## config.mk

```make
export PLATFORM = sky130hd
export DESIGN_NAME = oram_backend_traffic_gen_flat
export DESIGN_NICKNAME = d
export VERILOG_FILES = /design/src/rtl/oram_backend_traffic_gen_pkg.sv /design/src/rtl/oram_backend_traffic_gen_if.sv /design/src/rtl/oram_blk_pattern.sv /design/src/rtl/oram_backend_traffic_gen.sv /design/src/flat_wrapper.sv
export SDC_FILE = /design/constraint.sdc
export NUM_CORES = 1
export LEC_CHECK = 0
export ABC_CLOCK_PERIOD_IN_PS = 5200
export BUFFER_PORTS_ARGS = -buffer_cell sky130_fd_sc_hd__buf_2
export CAP_MARGIN = 20
export CORE_ASPECT_RATIO = 0.9
export CORE_MARGIN = 8
export CORE_UTILIZATION = 45
export DETAILED_ROUTE_END_ITERATION = 6
export PLACE_DENSITY = 0.79
export REMOVE_ABC_BUFFERS = 1
export SYNTH_ARGS = -nofsm -noshare
export SYNTH_HDL_FRONTEND = slang
export SYNTH_SLANG_ARGS = --single-unit
```

## constraint.sdc

```tcl
create_clock -name Clock -period 5.2 [get_ports Clock]
set_input_delay 0.52 -clock Clock [delete_from_list [all_inputs] [get_ports Clock]]
set_output_delay 0.52 -clock Clock [all_outputs]
set_load 0.1 [all_outputs]
```

## src/rtl/oram_backend_traffic_gen_pkg.sv

```systemverilog
// rtl/oram_backend_traffic_gen_pkg.sv - backend command encodings, FSM states and width helper
package oram_backend_traffic_gen_pkg;

    localparam int BECMDWidth = 2;

    localparam logic [BECMDWidth-1:0] BECMD_Update  = 2'd0;
    localparam logic [BECMDWidth-1:0] BECMD_Append  = 2'd1;
    localparam logic [BECMDWidth-1:0] BECMD_Read    = 2'd2;
    localparam logic [BECMDWidth-1:0] BECMD_ReadRmv = 2'd3;

    typedef enum logic [2:0] {
        ST_IDLE,
        ST_CMD,
        ST_STORE,
        ST_LOAD,
        ST_NEXT,
        ST_FIN
    } state_t;

    // Counter width for values 0..value-1; never narrower than one bit.
    function automatic int log2(input int value);
        int w;
        w = 1;
        while ((1 << w) < value) w++;
        return w;
    endfunction

endpackage

```

## src/rtl/oram_backend_traffic_gen_if.sv

```systemverilog
// rtl/oram_backend_traffic_gen_if.sv - backend command/store/load bus between frontend and backend
interface oram_backend_traffic_gen_if #(
    parameter int ORAMU    = 32,
    parameter int ORAML    = 10,
    parameter int FEDWidth = 64
) ();

    logic [oram_backend_traffic_gen_pkg::BECMDWidth-1:0] Command;
    logic [ORAMU-1:0]    PAddr;
    logic [ORAML-1:0]    CurrentLeaf;
    logic [ORAML-1:0]    RemappedLeaf;
    logic                CommandValid;
    logic                CommandReady;
    logic [FEDWidth-1:0] StoreData;
    logic                StoreValid;
    logic                StoreReady;
    logic [FEDWidth-1:0] LoadData;
    logic                LoadValid;
    logic                LoadReady;

    modport master (
        output Command, PAddr, CurrentLeaf, RemappedLeaf, CommandValid,
        input  CommandReady,
        output StoreData, StoreValid,
        input  StoreReady,
        input  LoadData, LoadValid,
        output LoadReady
    );

    modport slave (
        input  Command, PAddr, CurrentLeaf, RemappedLeaf, CommandValid,
        output CommandReady,
        input  StoreData, StoreValid,
        output StoreReady,
        output LoadData, LoadValid,
        input  LoadReady
    );

endinterface

```

## src/rtl/oram_blk_pattern.sv

```systemverilog
// rtl/oram_blk_pattern.sv - block content pattern blk_idx*BlkChunks+chunk_idx, wrapping in FEDWidth
module oram_blk_pattern #(
    parameter int FEDWidth  = 64,
    parameter int BlkChunks = 8,
    parameter int IW        = 7,
    parameter int KW        = 3
) (
    input  logic [IW-1:0]       blk_idx,
    input  logic [KW-1:0]       chunk_idx,
    output logic [FEDWidth-1:0] pattern
);

    assign pattern = FEDWidth'(blk_idx) * FEDWidth'(BlkChunks) + FEDWidth'(chunk_idx);

endmodule

```

## src/rtl/oram_backend_traffic_gen.sv

```systemverilog
// rtl/oram_backend_traffic_gen.sv - four-phase PathORAM backend exerciser with on-chip load checking
module oram_backend_traffic_gen
    import oram_backend_traffic_gen_pkg::*;
#(
    parameter int ORAMU     = 32,
    parameter int ORAML     = 10,
    parameter int FEDWidth  = 64,
    parameter int BlkChunks = 8,
    parameter int NumBlocks = 100
) (
    input  logic        Clock,
    input  logic        Reset,
    input  logic        Start,
    output logic        Busy,
    output logic        Done,
    output logic        Pass,
    output logic [15:0] ErrorCount,
    oram_backend_traffic_gen_if.master be
);

    localparam int IW = log2(NumBlocks);
    localparam int KW = log2(BlkChunks);
    localparam logic [IW-1:0]    LAST_BLK   = IW'(NumBlocks - 1);
    localparam logic [KW-1:0]    LAST_CHUNK = KW'(BlkChunks - 1);
    localparam logic [ORAML-1:0] NB_LEAF    = ORAML'(NumBlocks);
    localparam logic [ORAML-1:0] NB2_LEAF   = ORAML'(2 * NumBlocks);

    state_t                  state_q, state_d;
    logic [1:0]              ph_q, ph_d;
    logic [IW-1:0]           i_q, i_d;
    logic [KW-1:0]           k_q, k_d;
    logic [15:0]             err_q, err_d;
    logic                    done_q, done_d;
    logic [BECMDWidth-1:0]   cmd_q, cmd_d;
    logic [ORAMU-1:0]        paddr_q, paddr_d;
    logic [ORAML-1:0]        cur_q, cur_d;
    logic [ORAML-1:0]        rem_q, rem_d;
    logic [ORAML-1:0]        leaf_i;
    logic [FEDWidth-1:0]     pattern;

    oram_blk_pattern #(
        .FEDWidth (FEDWidth),
        .BlkChunks(BlkChunks),
        .IW       (IW),
        .KW       (KW)
    ) u_pattern (
        .blk_idx  (i_q),
        .chunk_idx(k_q),
        .pattern  (pattern)
    );

    always_comb begin
        state_d = state_q;
        ph_d    = ph_q;
        i_d     = i_q;
        k_d     = k_q;
        err_d   = err_q;
        done_d  = done_q;
        case (state_q)
            ST_IDLE: if (Start) begin
                state_d = ST_CMD;
                ph_d    = 2'd0;
                i_d     = '0;
                k_d     = '0;
                err_d   = 16'd0;
                done_d  = 1'b0;
            end
            ST_CMD: if (be.CommandReady) begin
                k_d     = '0;
                state_d = (ph_q == 2'd0) ? ST_STORE : ST_LOAD;
            end
            ST_STORE: if (be.StoreReady) begin
                k_d = k_q + 1'b1;
                if (k_q == LAST_CHUNK) state_d = ST_NEXT;
            end
            ST_LOAD: if (be.LoadValid) begin
                if (be.LoadData != pattern && err_q != 16'hFFFF) err_d = err_q + 16'd1;
                k_d = k_q + 1'b1;
                if (k_q == LAST_CHUNK) state_d = ST_NEXT;
            end
            ST_NEXT: begin
                state_d = ST_CMD;
                if (i_q == LAST_BLK) begin
                    i_d  = '0;
                    ph_d = ph_q + 2'd1;
                    if (ph_q == 2'd3) begin
                        state_d = ST_FIN;
                        done_d  = 1'b1;
                    end
                end else begin
                    i_d = i_q + 1'b1;
                end
            end
            ST_FIN:  state_d = ST_IDLE;
            default: state_d = ST_IDLE;
        endcase
    end

    // Command fields are captured once on entry to CMD so they stay frozen through any stall.
    always_comb begin
        cmd_d   = cmd_q;
        paddr_d = paddr_q;
        cur_d   = cur_q;
        rem_d   = rem_q;
        leaf_i  = ORAML'(i_d);
        if (state_d == ST_CMD && state_q != ST_CMD) begin
            paddr_d = ORAMU'(i_d);
            case (ph_d)
                2'd0:    begin cmd_d = BECMD_Append;  cur_d = '0;                rem_d = leaf_i;            end
                2'd1:    begin cmd_d = BECMD_Read;    cur_d = leaf_i;            rem_d = NB_LEAF + leaf_i;  end
                2'd2:    begin cmd_d = BECMD_Read;    cur_d = NB_LEAF + leaf_i;  rem_d = NB2_LEAF + leaf_i; end
                default: begin cmd_d = BECMD_ReadRmv; cur_d = NB2_LEAF + leaf_i; rem_d = '0;                end
            endcase
        end
    end

    always_ff @(posedge Clock) begin
        if (Reset) begin
            state_q <= ST_IDLE;
            ph_q    <= 2'd0;
            i_q     <= '0;
            k_q     <= '0;
            err_q   <= 16'd0;
            done_q  <= 1'b0;
            cmd_q   <= '0;
            paddr_q <= '0;
            cur_q   <= '0;
            rem_q   <= '0;
        end else begin
            state_q <= state_d;
            ph_q    <= ph_d;
            i_q     <= i_d;
            k_q     <= k_d;
            err_q   <= err_d;
            done_q  <= done_d;
            cmd_q   <= cmd_d;
            paddr_q <= paddr_d;
            cur_q   <= cur_d;
            rem_q   <= rem_d;
        end
    end

    assign Busy       = (state_q == ST_CMD) || (state_q == ST_STORE) ||
                        (state_q == ST_LOAD) || (state_q == ST_NEXT);
    assign Done       = done_q;
    assign Pass       = done_q && (err_q == 16'd0);
    assign ErrorCount = err_q;

    assign be.Command      = cmd_q;
    assign be.PAddr        = paddr_q;
    assign be.CurrentLeaf  = cur_q;
    assign be.RemappedLeaf = rem_q;
    assign be.CommandValid = (state_q == ST_CMD);
    assign be.StoreValid   = (state_q == ST_STORE);
    assign be.StoreData    = (state_q == ST_STORE) ? pattern : '0;
    assign be.LoadReady    = (state_q == ST_LOAD);

endmodule

```

## src/flat_wrapper.sv

```systemverilog
// flat-port wrapper written by rule: the top's interface ports become plain ports
module oram_backend_traffic_gen_flat import oram_backend_traffic_gen_pkg::*;
#(
    parameter int ORAMU     = 32,
    parameter int ORAML     = 10,
    parameter int FEDWidth  = 64,
    parameter int BlkChunks = 8,
    parameter int NumBlocks = 100
)
  (Clock, Reset, Start, Busy, Done, Pass, ErrorCount, be_Command, be_PAddr, be_CurrentLeaf, be_RemappedLeaf, be_CommandValid, be_CommandReady, be_StoreData, be_StoreValid, be_StoreReady, be_LoadData, be_LoadValid, be_LoadReady);
  oram_backend_traffic_gen_if #(.ORAMU(ORAMU), .ORAML(ORAML), .FEDWidth(FEDWidth)) be_i ();
  input  logic Clock;
  input  logic Reset;
  input  logic Start;
  output logic Busy;
  output logic Done;
  output logic Pass;
  output logic [15:0] ErrorCount;
  output wire logic [$bits(be_i.Command)-1:0] be_Command;
  output wire logic [$bits(be_i.PAddr)-1:0] be_PAddr;
  output wire logic [$bits(be_i.CurrentLeaf)-1:0] be_CurrentLeaf;
  output wire logic [$bits(be_i.RemappedLeaf)-1:0] be_RemappedLeaf;
  output wire logic [$bits(be_i.CommandValid)-1:0] be_CommandValid;
  input wire logic [$bits(be_i.CommandReady)-1:0] be_CommandReady;
  output wire logic [$bits(be_i.StoreData)-1:0] be_StoreData;
  output wire logic [$bits(be_i.StoreValid)-1:0] be_StoreValid;
  input wire logic [$bits(be_i.StoreReady)-1:0] be_StoreReady;
  input wire logic [$bits(be_i.LoadData)-1:0] be_LoadData;
  input wire logic [$bits(be_i.LoadValid)-1:0] be_LoadValid;
  output wire logic [$bits(be_i.LoadReady)-1:0] be_LoadReady;
  assign be_Command = be_i.Command;
  assign be_PAddr = be_i.PAddr;
  assign be_CurrentLeaf = be_i.CurrentLeaf;
  assign be_RemappedLeaf = be_i.RemappedLeaf;
  assign be_CommandValid = be_i.CommandValid;
  assign be_i.CommandReady = be_CommandReady;
  assign be_StoreData = be_i.StoreData;
  assign be_StoreValid = be_i.StoreValid;
  assign be_i.StoreReady = be_StoreReady;
  assign be_i.LoadData = be_LoadData;
  assign be_i.LoadValid = be_LoadValid;
  assign be_LoadReady = be_i.LoadReady;
  oram_backend_traffic_gen #(.ORAMU(ORAMU), .ORAML(ORAML), .FEDWidth(FEDWidth), .BlkChunks(BlkChunks), .NumBlocks(NumBlocks)) u_core (.Clock(Clock), .Reset(Reset), .Start(Start), .Busy(Busy), .Done(Done), .Pass(Pass), .ErrorCount(ErrorCount), .be(be_i));
endmodule
```

==> reports/summary.txt <==
Total chip power -> 1.32 mW
Worst hold margin -> 0.447 ns
# diodes -> 0
Max IR drop VDD -> 0.000213 V
CTS H-tree depth -> 3
Hold buffer count at CTS -> 0
Fin cells -> 750
Post-CTS setup buffers -> 0
Worst R2R Start -> u_core.i_q[3]$_SDFF_PP0_
Initial core utilization -> 45.8%
DR iter-0 viols -> 168
WL final -> 11.9 mm
Sequential power share -> 35.4%
Clock Tree Buf Depth -> 2
Net Sw Frac -> 43.9%
Final Max Tran Viols -> 0
PostCTS Resize Cnt -> 0
Netlist cell types -> 64
Syn. warnings -> 0
CP endpoint kind -> register
DPL Wire Length -> 9.52 mm
Fmax -> 306 MHz
Sequential fraction of the synthesis area -> 28.6%
Die span in x -> 117 um
First-pass GRT wire length -> 18.5 mm
Filler instances -> 874
Critical path, cell by cell -> or4b_4 -> or2_2 -> mux2_2 -> a22oi_1 -> inv_1 -> ha_1 -> a221oi_1 -> a2111oi_0 -> a31o_2
Minimum clock period -> 3.27 ns
Clock-pin slew on the worst setup and hold paths -> 0.07 ns
Routed length per placed instance -> 15.8 um
Worst Hold Path Cells -> 2
Synthesized instance count -> 510
Final net count -> 706
Hold crit path type -> register to register
Startpoint Class -> register
Async SR Flop Fraction -> 0%
Logic pwr share -> 32.6%
Drt drc -> 0
Post-synth EDFFs -> 0
CP Class -> register to register
Avg Cell Area, Syn -> 8.08 sq um
#FFs+latches synth -> 59
Tcrit/Tclk final -> 62.8%
Setup violators final -> 0
Placed Cells -> 734
Clock Latency Late Sink -> 0.33 ns
CP delay by family, top -> compound AO/OA/AOI/OAI gates
Root buf cell -> clkbuf_8
Port bufs -> 128
Via count -> 3851
Clk pwr share -> 32.0%
Pwr Density -> 284 nW/um^2
GRT Util Overall -> 18.1%
Max Fanout on Critical Path -> 15
Largest net degree at the start of global routing -> 38
Mapped Area -> 4120 sq um
Crit path from -> u_core.i_q[3]$_SDFF_PP0_
Top-area cell type share of the netlist area -> 28.6%
Vias in the first global route -> 3704
Path depth of the worst reg2reg path -> 9
Reg area -> 1180 sq um
Outcome -> finished, final reports clean
Post-synth top area cell -> dfxtp_1
Layout area overhead -> 12.9%
Data arrival, critical path -> 3.50 ns
Vias per inst -> 5.13
Main flop type after synthesis -> dfxtp_1
Core area -> 9000 sq um
Io pins -> 210
GRT overflow -> 0
Final ANT Viol Nets -> 0
Hold wc startpoint -> u_core.be.CurrentLeaf[8]$_SDFFE_PP0P_
CP required -> 5.43 ns
Leakage -> 2.16 nW
Clk_skew -> 0.0123 ns
Initial antenna violation count -> 0
Net load switching power -> 0.580 mW
Ratio of cells with drive above 1 in the final layout -> 27.4%
TritonRoute pass-1 iters -> 5
Die extent in y -> 107 um
TritonCTS buffer count -> 9
Placer Congestion -> 0.843
Total of max-cap violations -> 0
Area of the multi-input gates -> 2420 sq um
Levels on crit path -> 9
Setup tns final -> 0 ns
Delay of the slowest cell on the worst path -> 0.59 ns
RSZ-0062 raised after global routing -> false
Final Hold Vio Count -> 0
Std-Cell Rows -> 33
Die area -> 12500 sq um
CTS tree -> yes
Worst path bufs/invs -> 1
CTS sink count -> 59
Worst slew margin -> 32.4%
Top cells by area, synth -> dfxtp_1, buf_4, nor2_1
Critical-path top delay cell -> or4b_4
Actual slew at the worst max-slew pin -> 1.01 ns
Cell internal pwr -> 0.741 mW
layout make-up:
type | count | area share (%)
Clock buffer | 10 | 2.96
Clock inverter | 6 | 1.40
Inverter | 11 | 0.887
Multi-Input combinational cell | 412 | 52.0
Sequential cell | 59 | 25.4
Timing Repair Buffer | 130 | 14.1
Tap cell | 122 | 3.28
through the flow:
stage | setup WS (ns) | utilization (%) | cell area (sq um)
2_1_floorplan | 0.607 | - | 3640
3_3_place_gp | 2.11 | 49.5 | 4450
3_5_place_dp | 1.95 | 49.5 | 4450
4_1_cts | 1.95 | 51.7 | 4650
5_1_grt | 1.74 | 51.7 | 4650
6_report | 1.93 | 51.7 | 4650
final timing paths:
path / endpoint / slack, ns
worst max register to register: u_core.be.CurrentLeaf[3]$_SDFFE_PP0P_ / 1.93
worst min-delay path: u_core.be.CurrentLeaf[8]$_SDFFE_PP0P_ / 0.45
worst max-delay path: u_core.be.CurrentLeaf[3]$_SDFFE_PP0P_ / 1.93
worst min register to register: u_core.be.CurrentLeaf[8]$_SDFFE_PP0P_ / 0.45
registers in the layout, indices dropped and copies added (netlist names):
signal                  flops
u_core.i_q                  7
u_core.ph_q                 2
u_core.ErrorCount          16
u_core.k_q                  3
u_core.Done                 1
u_core.be.PAddr             7
u_core.state_q              3
u_core.be.CurrentLeaf       9
u_core.be.RemappedLeaf      9
u_core.be.Command           2
layout by cell type, fill, tap and decap left out, types with 11 or more instances in the layout:
cell type,count
dfxtp_1,59
a21oi_1,31
o21ai_0,16
and2_1,13
nor2_1,48
inv_1,11
buf_2,128
nand2_1,34
xnor2_1,16
ha_1,13
conb_1,81
nor4_1,16
nand3_1,15
routing by layer:
metal  wire [um]  up-vias  global-route usage (%)
li1            -     1865                       -
met1        4510     1808                    20.3
met2        6030      172                    33.2
met3        1260        6                    4.72
met4          54        0                    3.93
met5           0        -                       0
worst min-delay path, cell delays in order, from the launching register on:
cell     delay [ns]
dfxtp_1        0.31
nand2_1        0.05
a21oi_1        0.05
cells by family after synthesis:
| kind of cell | share of synthesized area, % |
|---|---|
| other | 0.0910 |
| DFF | 28.6 |
| AOI/OAI and AO/OA | 17.4 |
| and+or+nand+nor | 23.3 |
| adders and majority gates | 3.95 |
| muxes | 1.49 |
| buffers and inverters | 19.9 |
| xor gates and xnor gates | 5.28 |
Yosys cell counts (4+ instances only):
| cell | n |
|---|---|
| mux2i_1 | 5 |
| nor3_1 | 8 |
| nor2b_1 | 5 |
| a31oi_1 | 7 |
| nand3_1 | 15 |
| xor2_1 | 7 |
| buf_4 | 84 |
| a21oi_1 | 31 |
| o21ai_0 | 16 |
| clkbuf_1 | 11 |
| buf_2 | 6 |
| nand2_1 | 34 |
| a211oi_1 | 7 |
| nor2_1 | 48 |
| ha_1 | 13 |
| nor4_1 | 16 |
| dfxtp_1 | 59 |
| nor3b_1 | 4 |
| xnor2_1 | 16 |
| or2_2 | 5 |
| nand4_1 | 10 |
| and3_1 | 8 |
| a22oi_1 | 8 |
| and2_1 | 13 |
| inv_1 | 11 |
| or3_1 | 8 |
power by group through the flow:
stage	sequential, mW	clock [mW]	combinational (mW)
after CTS	0.467	0.434	0.428
after global placement	0.477	0	0.425
after floorplan	0.518	0	0.325
final	0.467	0.423	0.431
after global routing	0.469	0.452	0.445
after detailed placement	0.477	0	0.427
Power figures use the tool's default switching activity.
